--- src/rtl/esc_deserializer_if.sv ---
// -----------------------------------------------------------------------------
// esc_deserializer_if
//   Bundles the serial input and the PPI RX escape outputs of
//   esc_deserializer. The clock (RxClkEsc) and reset (RstN) are not part of
//   this bundle; they are plain ports on the deserializer.
//
//   Signals:
//     SerBit        serial bit, MSB of each byte first
//     EscDesEn      high for the whole escape sequence
//     RxDataEsc     last completed LPDT payload byte
//     RxValidEsc    one-cycle strobe, RxDataEsc new in this cycle
//     RxLpdtEsc     high while in LPDT mode
//     RxUlpsEsc     high while in ULPS
//     RxTriggerEsc  one-cycle pulse on trigger-reset command
//     ErrEsc        one-cycle pulse on unrecognised command
//     ErrSyncEsc    one-cycle pulse when EscDesEn falls mid-byte
//     RxByteCnt     LPDT payload byte count (only with ESC_BYTE_CNT_EN)
//
//   Handshake: RxValidEsc is a strobe with no ready/backpressure. The byte on
//   RxDataEsc is valid in exactly the cycle RxValidEsc is high and the
//   consumer must take it then; RxDataEsc holds between strobes.
//
//   Modports: slave = the deserializer, master = the bit-recovery side that
//   drives SerBit/EscDesEn and consumes the outputs.
//   Optional macro: ESC_BYTE_CNT_EN adds RxByteCnt.
// -----------------------------------------------------------------------------
interface esc_deserializer_if;
  logic        SerBit;
  logic        EscDesEn;
  logic [7:0]  RxDataEsc;
  logic        RxValidEsc;
  logic        RxLpdtEsc;
  logic        RxUlpsEsc;
  logic        RxTriggerEsc;
  logic        ErrEsc;
  logic        ErrSyncEsc;
`ifdef ESC_BYTE_CNT_EN
  logic [15:0] RxByteCnt;
`endif

  modport slave (
    input  SerBit,
    input  EscDesEn,
    output RxDataEsc,
    output RxValidEsc,
    output RxLpdtEsc,
    output RxUlpsEsc,
    output RxTriggerEsc,
    output ErrEsc,
    output ErrSyncEsc
`ifdef ESC_BYTE_CNT_EN
    , output RxByteCnt
`endif
  );

  modport master (
    output SerBit,
    output EscDesEn,
    input  RxDataEsc,
    input  RxValidEsc,
    input  RxLpdtEsc,
    input  RxUlpsEsc,
    input  RxTriggerEsc,
    input  ErrEsc,
    input  ErrSyncEsc
`ifdef ESC_BYTE_CNT_EN
    , input RxByteCnt
`endif
  );
endinterface

--- src/rtl/esc_deserializer.sv ---
// -----------------------------------------------------------------------------
// esc_deserializer
//   Escape-mode receive deserializer. Shifts in one serial bit per RxClkEsc
//   rising edge (MSB first) while EscDesEn is high. The first byte of each
//   escape sequence is an entry command (LPDT / ULPS / trigger-reset); in
//   LPDT each following byte is presented on RxDataEsc with a one-cycle
//   RxValidEsc strobe.
//
//   Ports:
//     RxClkEsc     in   escape clock, one bit sampled per rising edge
//     RstN         in   asynchronous reset, active low
//     bus          if   esc_deserializer_if.slave (serial in, PPI outputs)
//     o_dbg_state  out  current FSM state (IDLE=0, CMD, LPDT, ULPS, HOLD)
//
//   Optional macro: ESC_BYTE_CNT_EN adds the 16-bit saturating LPDT payload
//   byte counter RxByteCnt.
// -----------------------------------------------------------------------------
module esc_deserializer #(
  parameter logic [7:0] LPDT_CMD = 8'hE1,
  parameter logic [7:0] ULPS_CMD = 8'h1E,
  parameter logic [7:0] TRIG_CMD = 8'h62
) (
  input  logic                RxClkEsc,
  input  logic                RstN,
  esc_deserializer_if.slave   bus,
  output logic [2:0]          o_dbg_state
);

  typedef enum logic [2:0] {
    ST_IDLE = 3'd0,
    ST_CMD  = 3'd1,
    ST_LPDT = 3'd2,
    ST_ULPS = 3'd3,
    ST_HOLD = 3'd4
  } state_t;

  state_t     r_state;
  logic [2:0] r_bit_cnt;
  logic [6:0] r_shift;     // only the 7 oldest bits are needed; SerBit completes the byte
  logic [7:0] r_data;
  logic       r_valid;
  logic       r_lpdt;
  logic       r_ulps;
  logic       r_trig;
  logic       r_err;
  logic       r_errsync;

  state_t     w_state_nxt;
  logic [2:0] w_bit_cnt_nxt;
  logic [6:0] w_shift_nxt;
  logic       w_valid_nxt;
  logic       w_trig_nxt;
  logic       w_err_nxt;
  logic       w_errsync_nxt;
  logic       w_load;
  logic       w_entry;
  logic [7:0] w_byte;
  logic       w_byte_done;

  assign w_byte      = {r_shift, bus.SerBit};
  assign w_byte_done = (r_bit_cnt == 3'd7);

  // Next-state and next-output logic
  always_comb begin
    w_state_nxt   = r_state;
    w_bit_cnt_nxt = r_bit_cnt;
    w_shift_nxt   = r_shift;
    w_valid_nxt   = 1'b0;
    w_trig_nxt    = 1'b0;
    w_err_nxt     = 1'b0;
    w_errsync_nxt = 1'b0;
    w_load        = 1'b0;
    w_entry       = 1'b0;

    case (r_state)
      ST_IDLE: begin
        // Entry edge already samples bit 7 of the command byte
        if (bus.EscDesEn) begin
          w_state_nxt   = ST_CMD;
          w_entry       = 1'b1;
          w_bit_cnt_nxt = 3'd1;
          w_shift_nxt   = w_byte[6:0];
        end
      end

      ST_CMD: begin
        if (!bus.EscDesEn) begin
          w_state_nxt   = ST_IDLE;
          w_bit_cnt_nxt = 3'd0;
          w_shift_nxt   = 7'd0;
          w_errsync_nxt = (r_bit_cnt != 3'd0);
        end else begin
          w_bit_cnt_nxt = r_bit_cnt + 3'd1;   // wraps 7 -> 0 on byte completion
          w_shift_nxt   = w_byte[6:0];
          if (w_byte_done) begin
            if (w_byte == LPDT_CMD) begin
              w_state_nxt = ST_LPDT;
            end else if (w_byte == ULPS_CMD) begin
              w_state_nxt = ST_ULPS;
            end else if (w_byte == TRIG_CMD) begin
              w_state_nxt = ST_HOLD;
              w_trig_nxt  = 1'b1;
            end else begin
              w_state_nxt = ST_HOLD;
              w_err_nxt   = 1'b1;
            end
          end
        end
      end

      ST_LPDT: begin
        if (!bus.EscDesEn) begin
          // A partial byte is dropped; only a mid-byte exit is a sync error
          w_state_nxt   = ST_IDLE;
          w_bit_cnt_nxt = 3'd0;
          w_shift_nxt   = 7'd0;
          w_errsync_nxt = (r_bit_cnt != 3'd0);
        end else begin
          w_bit_cnt_nxt = r_bit_cnt + 3'd1;
          w_shift_nxt   = w_byte[6:0];
          if (w_byte_done) begin
            w_load      = 1'b1;
            w_valid_nxt = 1'b1;
          end
        end
      end

      ST_ULPS, ST_HOLD: begin
        // Bits are ignored; counter and shift stay frozen until exit
        if (!bus.EscDesEn) begin
          w_state_nxt   = ST_IDLE;
          w_bit_cnt_nxt = 3'd0;
          w_shift_nxt   = 7'd0;
        end
      end

      default: begin
        w_state_nxt   = ST_IDLE;
        w_bit_cnt_nxt = 3'd0;
        w_shift_nxt   = 7'd0;
      end
    endcase
  end

  // State and registered outputs
  always_ff @(posedge RxClkEsc or negedge RstN) begin
    if (!RstN) begin
      r_state   <= ST_IDLE;
      r_bit_cnt <= 3'd0;
      r_shift   <= 7'd0;
      r_data    <= 8'd0;
      r_valid   <= 1'b0;
      r_lpdt    <= 1'b0;
      r_ulps    <= 1'b0;
      r_trig    <= 1'b0;
      r_err     <= 1'b0;
      r_errsync <= 1'b0;
    end else begin
      r_state   <= w_state_nxt;
      r_bit_cnt <= w_bit_cnt_nxt;
      r_shift   <= w_shift_nxt;
      r_valid   <= w_valid_nxt;
      r_lpdt    <= (w_state_nxt == ST_LPDT);
      r_ulps    <= (w_state_nxt == ST_ULPS);
      r_trig    <= w_trig_nxt;
      r_err     <= w_err_nxt;
      r_errsync <= w_errsync_nxt;
      if (w_load) begin
        r_data <= w_byte;
      end
    end
  end

`ifdef ESC_BYTE_CNT_EN
  logic [15:0] r_byte_cnt;

  // Cleared on entry, counts with each strobe, saturates, holds after exit
  always_ff @(posedge RxClkEsc or negedge RstN) begin
    if (!RstN) begin
      r_byte_cnt <= 16'd0;
    end else if (w_entry) begin
      r_byte_cnt <= 16'd0;
    end else if (w_valid_nxt && (r_byte_cnt != 16'hFFFF)) begin
      r_byte_cnt <= r_byte_cnt + 16'd1;
    end
  end

  assign bus.RxByteCnt = r_byte_cnt;
`endif

  assign bus.RxDataEsc    = r_data;
  assign bus.RxValidEsc   = r_valid;
  assign bus.RxLpdtEsc    = r_lpdt;
  assign bus.RxUlpsEsc    = r_ulps;
  assign bus.RxTriggerEsc = r_trig;
  assign bus.ErrEsc       = r_err;
  assign bus.ErrSyncEsc   = r_errsync;
  assign o_dbg_state      = r_state;

endmodule

--- src/flat_wrapper.sv ---
// flat-port wrapper written by rule: the top's interface ports become plain ports
module esc_deserializer_flat 
#(
  parameter logic [7:0] LPDT_CMD = 8'hE1,
  parameter logic [7:0] ULPS_CMD = 8'h1E,
  parameter logic [7:0] TRIG_CMD = 8'h62
)
  (RxClkEsc, RstN, o_dbg_state, bus_SerBit, bus_EscDesEn, bus_RxDataEsc, bus_RxValidEsc, bus_RxLpdtEsc, bus_RxUlpsEsc, bus_RxTriggerEsc, bus_ErrEsc, bus_ErrSyncEsc);
  esc_deserializer_if bus_i ();
  input  logic RxClkEsc;
  input  logic RstN;
  output logic [2:0] o_dbg_state;
  input wire logic [$bits(bus_i.SerBit)-1:0] bus_SerBit;
  input wire logic [$bits(bus_i.EscDesEn)-1:0] bus_EscDesEn;
  output wire logic [$bits(bus_i.RxDataEsc)-1:0] bus_RxDataEsc;
  output wire logic [$bits(bus_i.RxValidEsc)-1:0] bus_RxValidEsc;
  output wire logic [$bits(bus_i.RxLpdtEsc)-1:0] bus_RxLpdtEsc;
  output wire logic [$bits(bus_i.RxUlpsEsc)-1:0] bus_RxUlpsEsc;
  output wire logic [$bits(bus_i.RxTriggerEsc)-1:0] bus_RxTriggerEsc;
  output wire logic [$bits(bus_i.ErrEsc)-1:0] bus_ErrEsc;
  output wire logic [$bits(bus_i.ErrSyncEsc)-1:0] bus_ErrSyncEsc;
  assign bus_i.SerBit = bus_SerBit;
  assign bus_i.EscDesEn = bus_EscDesEn;
  assign bus_RxDataEsc = bus_i.RxDataEsc;
  assign bus_RxValidEsc = bus_i.RxValidEsc;
  assign bus_RxLpdtEsc = bus_i.RxLpdtEsc;
  assign bus_RxUlpsEsc = bus_i.RxUlpsEsc;
  assign bus_RxTriggerEsc = bus_i.RxTriggerEsc;
  assign bus_ErrEsc = bus_i.ErrEsc;
  assign bus_ErrSyncEsc = bus_i.ErrSyncEsc;
  esc_deserializer #(.LPDT_CMD(LPDT_CMD), .ULPS_CMD(ULPS_CMD), .TRIG_CMD(TRIG_CMD)) u_core (.RxClkEsc(RxClkEsc), .RstN(RstN), .bus(bus_i), .o_dbg_state(o_dbg_state));
endmodule
--- config.mk ---
export PLATFORM = sky130hd
export DESIGN_NAME = esc_deserializer_flat
export DESIGN_NICKNAME = d
export VERILOG_FILES = /design/src/rtl/esc_deserializer_if.sv /design/src/rtl/esc_deserializer.sv /design/src/flat_wrapper.sv
export SDC_FILE = /design/constraint.sdc
export NUM_CORES = 1
export LEC_CHECK = 0
export BUFFER_PORTS_ARGS = -buffer_cell sky130_fd_sc_hd__buf_2
export CAP_MARGIN = 20
export CORE_MARGIN = 1.5
export CORE_UTILIZATION = 55
export DETAILED_ROUTE_END_ITERATION = 12
export PLACE_DENSITY_LB_ADDON = 0.2
export SKIP_LAST_GASP = 1
export SLEW_MARGIN = 20
export SYNTH_ARGS = -nofsm -noshare
export SYNTH_HDL_FRONTEND = slang
export SYNTH_SLANG_ARGS = --single-unit
--- constraint.sdc ---
create_clock -name RxClkEsc -period 1.78 [get_ports RxClkEsc]
set_clock_uncertainty 0.05 [all_clocks]
set_input_delay 0.089 -clock RxClkEsc [delete_from_list [all_inputs] [get_ports RxClkEsc]]
set_output_delay 0.089 -clock RxClkEsc [all_outputs]
set_load 0.1 [all_outputs]
Word level (Yosys, flattened, before mapping)
Cells that the tools add are included.
{"block": "op_classes", "n_mux": 32, "reduce_logical": 6, "n_addsub": 1, "n_eq_ne": 12}
{"operator": "two-way mux 3 bit", "count": 9}
{"operator": "two-way mux 7 bit", "count": 3}
{"operator": "one-hot mux 7 bit (3 select lines)", "count": 1}
{"operator": "one-hot mux 3 bit (3 select lines)", "count": 2}
{"operator": "two-way mux 1 bit", "count": 17}
{"operator": "equality test 3 x 2 -> 1 bit, second input constant", "count": 4}
{"operator": "equality test 8 x 5 -> 1 bit, second input constant", "count": 1}
{"operator": "equality test 8 x 7 -> 1 bit, second input constant", "count": 1}
{"operator": "equality test 8 bit, second input constant", "count": 1}
{"operator": "equality test 3 bit, second input constant", "count": 2}
{"operator": "!= test 2 bit, second input constant", "count": 2}
{"operator": "OR reduction 2 bit", "count": 2}
{"operator": "adder 3 x 1 -> 3 bit, second input constant", "count": 1}
{"operator": "equality test 3 x 1 -> 1 bit, second input constant", "count": 1}
{"operator": "logical NOT 3 bit", "count": 1}
{"operator": "nonzero test 3 bit", "count": 1}
{"operator": "OR reduction 3 bit", "count": 1}
{"operator": "AND reduction 2 bit", "count": 1}
{"block": "totals", "word_cells": 61, "regBits": 27, "in_bits": 4, "output_inout_bits": 17}

Depth between registers and ports, before layout
Gate-level depths: netlist (run 1).
{"block": "logic_depth", "depth_word": 7, "mapped_depth": 6, "depth_no_buf": 6}

Worst setup path before layout (run 1)
OpenSTA, ideal clock, no wires.
{"block": "synth_timing", "kind": "register to register", "startpoint": "register u_core.r_state[1] (netlist: u_core.o_dbg_state[1])", "endpoint": "register u_core.r_shift[1]", "period_less_slack_ns": 2.081, "n_path_buf": 1, "required_time_ns": 1.598, "setup_time_ns": 0.132, "arrival_ns": 1.898, "stages_incl_launch_ff": 6, "path_slack_ns": -0.301, "path_cell_list": "dfrtp_1 > and2_1 > buf_6 > mux2_4 > a22oi_1 > o21ai_1"}
{"block": "synth_between", "elab_chain_cells": 4, "word_cells_on_any_way": 11, "classes_between": "eq/ne (6); mux (1); reduce/logical (4)"}
{"item": "start: declaration", "line_no": "esc_deserializer.sv:37", "text": "state_t r_state;"}
{"item": "start signal: assignment", "line_no": "esc_deserializer.sv:159", "text": "r_state <= w_state_nxt;"}
{"item": "equality test 3 x 2 -> 1 bit or equality test 3 bit (tied branches)", "line_no": "esc_deserializer.sv:75", "text": "case (r_state)"}
{"item": "OR reduction 2 bit", "line_no": "esc_deserializer.sv:75"}
{"item": "!= test 2 bit (no line)"}
{"item": "AND reduction 2 bit (no line)"}
{"item": "end signal: assignment", "line_no": "esc_deserializer.sv:161", "text": "r_shift <= w_shift_nxt;"}
{"item": "end: declaration", "line_no": "esc_deserializer.sv:39", "text": "logic [6:0] r_shift;"}
Parallel ways exist; a longest one is shown, timed or not.
A chain may end at the register's enable or synchronous reset.

Worst setup path after layout (run 1)
{"block": "layout_timing", "startpoint": "register u_core.r_state[0] (netlist: u_core.o_dbg_state[0])", "endpoint": "register u_core.r_shift[5]"}
Same word-level chain as after synthesis.

==> flow_summary.yaml, run 1 <==
min_path:
  min_from: "bus_SerBit"
  min_path_type: "in2reg"
  hold_depth: 2
  worstHoldEndpoint: "u_core.bus.RxDataEsc[0]"
finish:
  design_area_sq_mm: 0.00153
  areaGrowthSynthToFinish_pct: 11.7
  final_cells: 173
  drive_gt1_frac: 0.352
  nets: 153
  most-common-layout-cells: "23 x dfrtp_1, 20 x buf_2, 15 x nand2_1"
  diodes: 0
  final_common_cell: "dfrtp_1"
  fin_util: 0.673
  fillCellCount: 168
global_route:
  grt_pass1_vias: 1008
  track_usage: 0.227
  overflow: 0
  grt_max_degree: 28
  antenna_found_initial: 0
  grt_first_pass_wirelength_mm: 4.61
clock_network:
  cts_made_buffers: 3
  cts_tree: "yes"
  clock-sinks: 27
  clockBufferDepth: 2
  cts_root_buf: "clkbuf_4"
  h-tree-depth: 1
  clkLatencyLatePin_ps: 320
  path_clk_slew_ps: 140
sta:
  fmax_mhz: 619
  tightest_slew_ps: 598
  rsz0062_at_grt: "false"
  maxSlewViolCount: 0
  setup-tns-final_ps: 0
  hold_violations: 0
  finalCritPeriodShare: 0.908
  post-route-min-period_ps: 1620
  finalSetupViolCount: 0
  slew_headroom: 0.601
die:
  dieArea_sq_mm: 0.00280
  design.core.area_sq_mm: 0.00228
  placementRows: 17
  pin_count: 21
  die_y_um: 53.0
  start_util: 0.603
  die_w_um: 53.0
placement:
  placed_cell_area_sq_mm: 0.00149
  port_buffers: 20
  place_congestion: 0.882
  place_inst: 168
  hpwl_mm: 1.87
setup_path:
  reg2reg_slack_ps: 160
  r2r_start: "u_core.o_dbg_state[0]"
  required_ps: 1960
  start_kind: "flip-flop"
  cp.arrival_ps: 1800
  r2r_end: "u_core.r_shift[5]"
  cp_max_fo: 9
  crit_path_end_kind: "flip-flop"
  worst_r2r_path_depth: 4
  critPathKind: "reg2reg"
detailed_routing:
  postRouteAntennaNets: 0
  drc: 0
  via_per_inst: 5.85
  post_drt_wl_per_cell_um: 15.2
  drt_iter0_drc: 19
  via_count: 1012
  drt_pass1_iterations: 4
  finalWirelength_mm: 2.64
power_and_ir_drop:
  power_density_mw_per_mm2: 691
  p_leak_nw: 0.751
  p_total_mw: 1.06
  ir_drop_mv: 0.425
outcome:
  status: "finished clean"
job:
  cap_violations: 0
synth:
  syn_area_per_cell_sq_um: 11.2
  syn_area_sq_mm: 0.00137
  synthCells: 123
  yosysWarnings: 0
  syn-num-nets: 130
  synth_top_area_share: 0.492
  synth_area_leaders: "dfrtp_1 49%, mux2_2 5.7%, a22oi_1 4.9%"
  ys_seq_area_frac: 0.492
  synth_cell_types: 40
  ys_seq_elements: 27
  synthDominantAreaCellType: "dfrtp_1"
## power breakdown
| part | leakage [nW] | internal, mW | switching [mW] | total [mW] |
|---|---|---|---|---|
| Combinational | 0.371 | 0.0497 | 0.0806 | 0.130 |
| Clock | 0.0177 | 0.0843 | 0.175 | 0.259 |
| Sequential | 0.362 | 0.635 | 0.0339 | 0.669 |
## worst max-delay path by stage
| stage | start | endpoint | slack, ps | cells after the start |
|---|---|---|---|---|
| 2_1_floorplan | u_core.o_dbg_state[1] | u_core.r_shift[1] | 40 | 5 |
| 3_3_place_gp | u_core.r_bit_cnt[0] | u_core.bus.ErrEsc | 150 | 6 |
| 3_5_place_dp | u_core.r_bit_cnt[0] | u_core.bus.RxTriggerEsc | 110 | 6 |
| 4_1_cts | u_core.r_bit_cnt[0] | u_core.bus.ErrEsc | 80 | 6 |
| 5_1_grt | u_core.r_bit_cnt[0] | u_core.bus.ErrEsc | 30 | 6 |
| 6_report | u_core.o_dbg_state[0] | u_core.r_shift[5] | 160 | 4 |
## Yosys cell counts
master / number
buf_6: 2
o32ai_1: 1
o211ai_1: 1
nand3_2: 1
a21o_2: 1
ha_1: 3
mux2_4: 3
o21ai_0: 1
nand2_1: 15
o21ai_1: 8
nor2_4: 1
and2b_1: 1
a22oi_1: 9
nand3_1: 2
clkbuf_1: 2
o22ai_1: 1
nor2_1: 4
and4bb_1: 1
and2_1: 3
nor3_1: 1
a21o_1: 1
inv_1: 5
mux2_2: 7
nor2b_1: 2
nand3_4: 1
buf_2: 1
nand2b_1: 1
xor2_1: 1
a22o_1: 1
a21oi_1: 4
a31o_2: 1
nor4b_1: 1
inv_2: 1
mux2_1: 1
nor3b_1: 1
nor3_2: 1
dfrtp_1: 27
mux2i_1: 1
a211oi_2: 1
and4bb_2: 3
## timing repair
action                                  4_1_cts  5_1_grt
endpoints found under the setup margin        0        2
gates resized for setup                       0        1
hold buffers                                  1        0
buffers inserted                              0        0
endpoints found under the hold margin        27        0
## through the flow
step	setup slack (ps)	hold slack [ps]
floorplan	35.4	-257
global route	31.8	12.5
detailed placement	112	74.0
CTS	84.8	6.92
finish	164	13.6
global placement	148	66.3
## layout make-up
| cell class | instances | area, sq um | area share |
|---|---|---|---|
| clock inverter | 1 | 5.00 | 0.00327 |
| clock buffer | 3 | 22.5 | 0.0147 |
| timing repair buffer | 23 | 125 | 0.0816 |
| sequential | 27 | 683 | 0.446 |
| inverter | 6 | 22.5 | 0.0147 |
| multi-input combinational | 85 | 639 | 0.417 |
| tap | 28 | 35.0 | 0.0229 |
## logic make-up after synthesis
family	count (synthesis)	synth area share
XOR/XNOR	1	0.00638
buffers and inverters	11	0.0419
multiplexers	12	0.106
flip-flops	27	0.492
AND/OR/NAND/NOR	39	0.180
adder cells (fa/ha/maj)	3	0.0274
AO/OA/AOI/OAI	30	0.147
## metal layers
metal | track usage | routed length [um]
met1 | 0.293 | 1190
met2 | 0.381 | 1280
met3 | 0.0282 | 132
met4 | 0.0983 | 35
met5 | 0 | 0
## critical path, stage by stage (launching register included)
cell,delay (ps)
dfrtp_4,510
and2_1,410
mux2_4,340
a22oi_1,140
o21ai_1,80
## state kept, by name, summed over array words and instances, names as in the netlist
| signal | count |
|---|---|
| u_core.bus.RxValidEsc | 1 |
| u_core.bus.RxTriggerEsc | 1 |
| u_core.r_shift | 7 |
| u_core.bus.RxDataEsc | 8 |
| u_core.bus.RxLpdtEsc | 1 |
| u_core.bus.RxUlpsEsc | 1 |
| u_core.bus.ErrEsc | 1 |
| u_core.r_bit_cnt | 3 |
| u_core.o_dbg_state | 3 |
| u_core.bus.ErrSyncEsc | 1 |
(Power assumes the default switching activity.)
==> run 2, diff against run 1 <==
--- a/config.mk
+++ b/config.mk
@@ -8,11 +8,11 @@
 export BUFFER_PORTS_ARGS = -buffer_cell sky130_fd_sc_hd__buf_2
 export CAP_MARGIN = 20
 export CORE_MARGIN = 1.5
-export CORE_UTILIZATION = 55
+export CORE_UTILIZATION = 38
 export DETAILED_ROUTE_END_ITERATION = 12
 export PLACE_DENSITY_LB_ADDON = 0.2
 export SKIP_LAST_GASP = 1
-export SLEW_MARGIN = 20
+export SLEW_MARGIN = 30
 export SYNTH_ARGS = -nofsm -noshare
 export SYNTH_HDL_FRONTEND = slang
 export SYNTH_SLANG_ARGS = --single-unit
==> constraint.sdc (replaced) <==
create_clock -name RxClkEsc -period 1.95 [get_ports RxClkEsc]
set_clock_uncertainty 0.05 [all_clocks]
set_input_delay 0.0975 -clock RxClkEsc [delete_from_list [all_inputs] [get_ports RxClkEsc]]
set_output_delay 0.0975 -clock RxClkEsc [all_outputs]
set_load 0.1 [all_outputs]
==> run 2 against run 1 <==
  * Count of clock-buffer cells in the layout did not move
  * Final cell count rose by 10%
  * Register-to-register slack improved by 110 ps
  * Total power fell by 7.9%
  * Highest routed layer unchanged
  * Global-route usage fell by 8.5 points
  * Combinational power fell by 8%
==> flow_summary.yaml, run 2 (synthesized netlist as in run 1, its figures left out) <==
sta:
  finalSetupViolCount: 0
  tightest_slew_ps: 599
  maxSlewViolCount: 0
  fmax_mhz: 595
  post-route-min-period_ps: 1680
  setup-tns-final_ps: 0
  hold_violations: 0
  slew_headroom: 0.600
  finalCritPeriodShare: 0.862
  rsz0062_at_grt: "false"
clock_network:
  clkLatencyLatePin_ps: 340
  cts_setup_buffers: 0
  clock-sinks: 27
  clockBufferDepth: 2
  cts_root_buf: "clkbuf_4"
  cts_made_buffers: 3
  cts_tree: "yes"
  path_clk_slew_ps: 160
  h-tree-depth: 1
finish:
  largest_reg_flops: 8
  fillCellCount: 333
  final_common_cell: "dfrtp_1"
  drive_gt1_frac: 0.331
  nets: 153
  areaGrowthSynthToFinish_pct: 13.1
  design_area_sq_mm: 0.00155
  diodes: 0
  final_cells: 191
  most-common-layout-cells: "25 x dfrtp_1, 20 x buf_2, 15 x nand2_1"
job:
  cap_violations: 0
detailed_routing:
  drt_pass1_iterations: 4
  drc: 0
  top_layer_used: "met4"
  postRouteAntennaNets: 0
  wl_met2_mm: 1.15
  finalWirelength_mm: 2.63
  via_per_inst: 5.23
  post_drt_wl_per_cell_um: 13.8
  drt_iter0_drc: 33
  wl_met3_um: 100
  wl_met1_mm: 1.33
  via_count: 999
placement:
  hpwl_mm: 1.84
  place_congestion: 0.753
  placed_cell_area_sq_mm: 0.00151
  port_buffers: 20
  place_inst: 185
die:
  start_util: 0.405
  design.core.area_sq_mm: 0.00339
  die_w_um: 63.1
  die_y_um: 63.1
  placementRows: 21
  dieArea_sq_mm: 0.00398
  pin_count: 21
global_route:
  grt_pass1_vias: 922
  grt_max_degree: 28
  track_usage: 0.142
  antenna_found_initial: 0
  overflow: 0
  grt_first_pass_wirelength_mm: 4.47
min_path:
  min_path_type: "in2reg"
power_and_ir_drop:
  p_leak_nw: 0.751
  power_density_mw_per_mm2: 628
  p_total_mw: 0.975
  ir_drop_mv: 0.225
setup_path:
  start_kind: "flip-flop"
  cp.arrival_ps: 1920
  crit_path_end_kind: "flip-flop"
  cp_max_fo: 6
  critPathKind: "reg2reg"
  required_ps: 2190
outcome:
  status: "finished clean"
## run 2: cell count changes in the layout (fill, tap and decap cells not counted)
cell | previous run | this run
dfrtp_1 | 23 | 25
buf_4 | 2 | 1
dfrtp_2 | 3 | 2
dfrtp_4 | 1 | 0
dlygate4sd3_1 | 1 | 2
## run 2: cell type report
| type | instances | area, sq um | share of cell area |
|---|---|---|---|
| flip-flops and latches | 27 | 678 | 0.437 |
| multi-input cells | 85 | 639 | 0.412 |
| repair buffers | 23 | 128 | 0.0822 |
| well taps | 46 | 57.6 | 0.0371 |
| clock buffers | 3 | 22.5 | 0.0145 |
| inverters | 6 | 22.5 | 0.0145 |
| clock inverters | 1 | 5.00 | 0.00322 |
## run 2: report_power, final
part | internal (mW) | total, mW | leakage, nW | switching (mW)
registers | 0.579 | 0.609 | 0.364 | 0.0307
clock network | 0.0770 | 0.247 | 0.0177 | 0.170
logic | 0.0460 | 0.119 | 0.369 | 0.0727
## run 2: worst max-delay path, stage by stage (launching register included)
cell      delay [ps]
dfrtp_1          480
ha_1             180
ha_1             250
nand2_1          110
a211oi_2         300
nand3_2          130
nor2b_1          130
## run 2: path summary, 6_finish.rpt
path / start / endpoint / slack (ps) / cells after the start
min reg2reg: u_core.bus.RxDataEsc[7] / u_core.bus.RxDataEsc[7] / 450 / 1
max reg2reg: u_core.r_bit_cnt[0] / u_core.bus.ErrEsc / 270 / 6
max in group asynchronous: RstN / u_core.o_dbg_state[0] / 1210 / 2
min in group asynchronous: RstN / u_core.bus.RxDataEsc[0] / 220 / 2
max: u_core.r_bit_cnt[0] / u_core.bus.ErrEsc / 270 / 6
min: bus_EscDesEn / u_core.r_bit_cnt[0] / 110 / 2
## run 2: repair_timing
action | CTS | global route
endpoints found under the hold margin | 28 | 0
hold buffers | 2 | 0
gates resized for setup | 0 | 0
## run 2: layer usage
layer	vias to the layer above	GRT usage
met5	-	0
met4	0	0.0667
met3	5	0.0214
met2	26	0.217
met1	485	0.198
li1	483	-
## run 2: per-stage QoR
stage | hold slack, ps | util | worst slack (ps)
floorplan | -248 | - | 34.8
global placement | 88.2 | 0.444 | 331
detailed placement | 92.2 | 0.444 | 301
CTS | 118 | 0.458 | 258
global route | 106 | 0.458 | 142
finish | 114 | 0.458 | 270
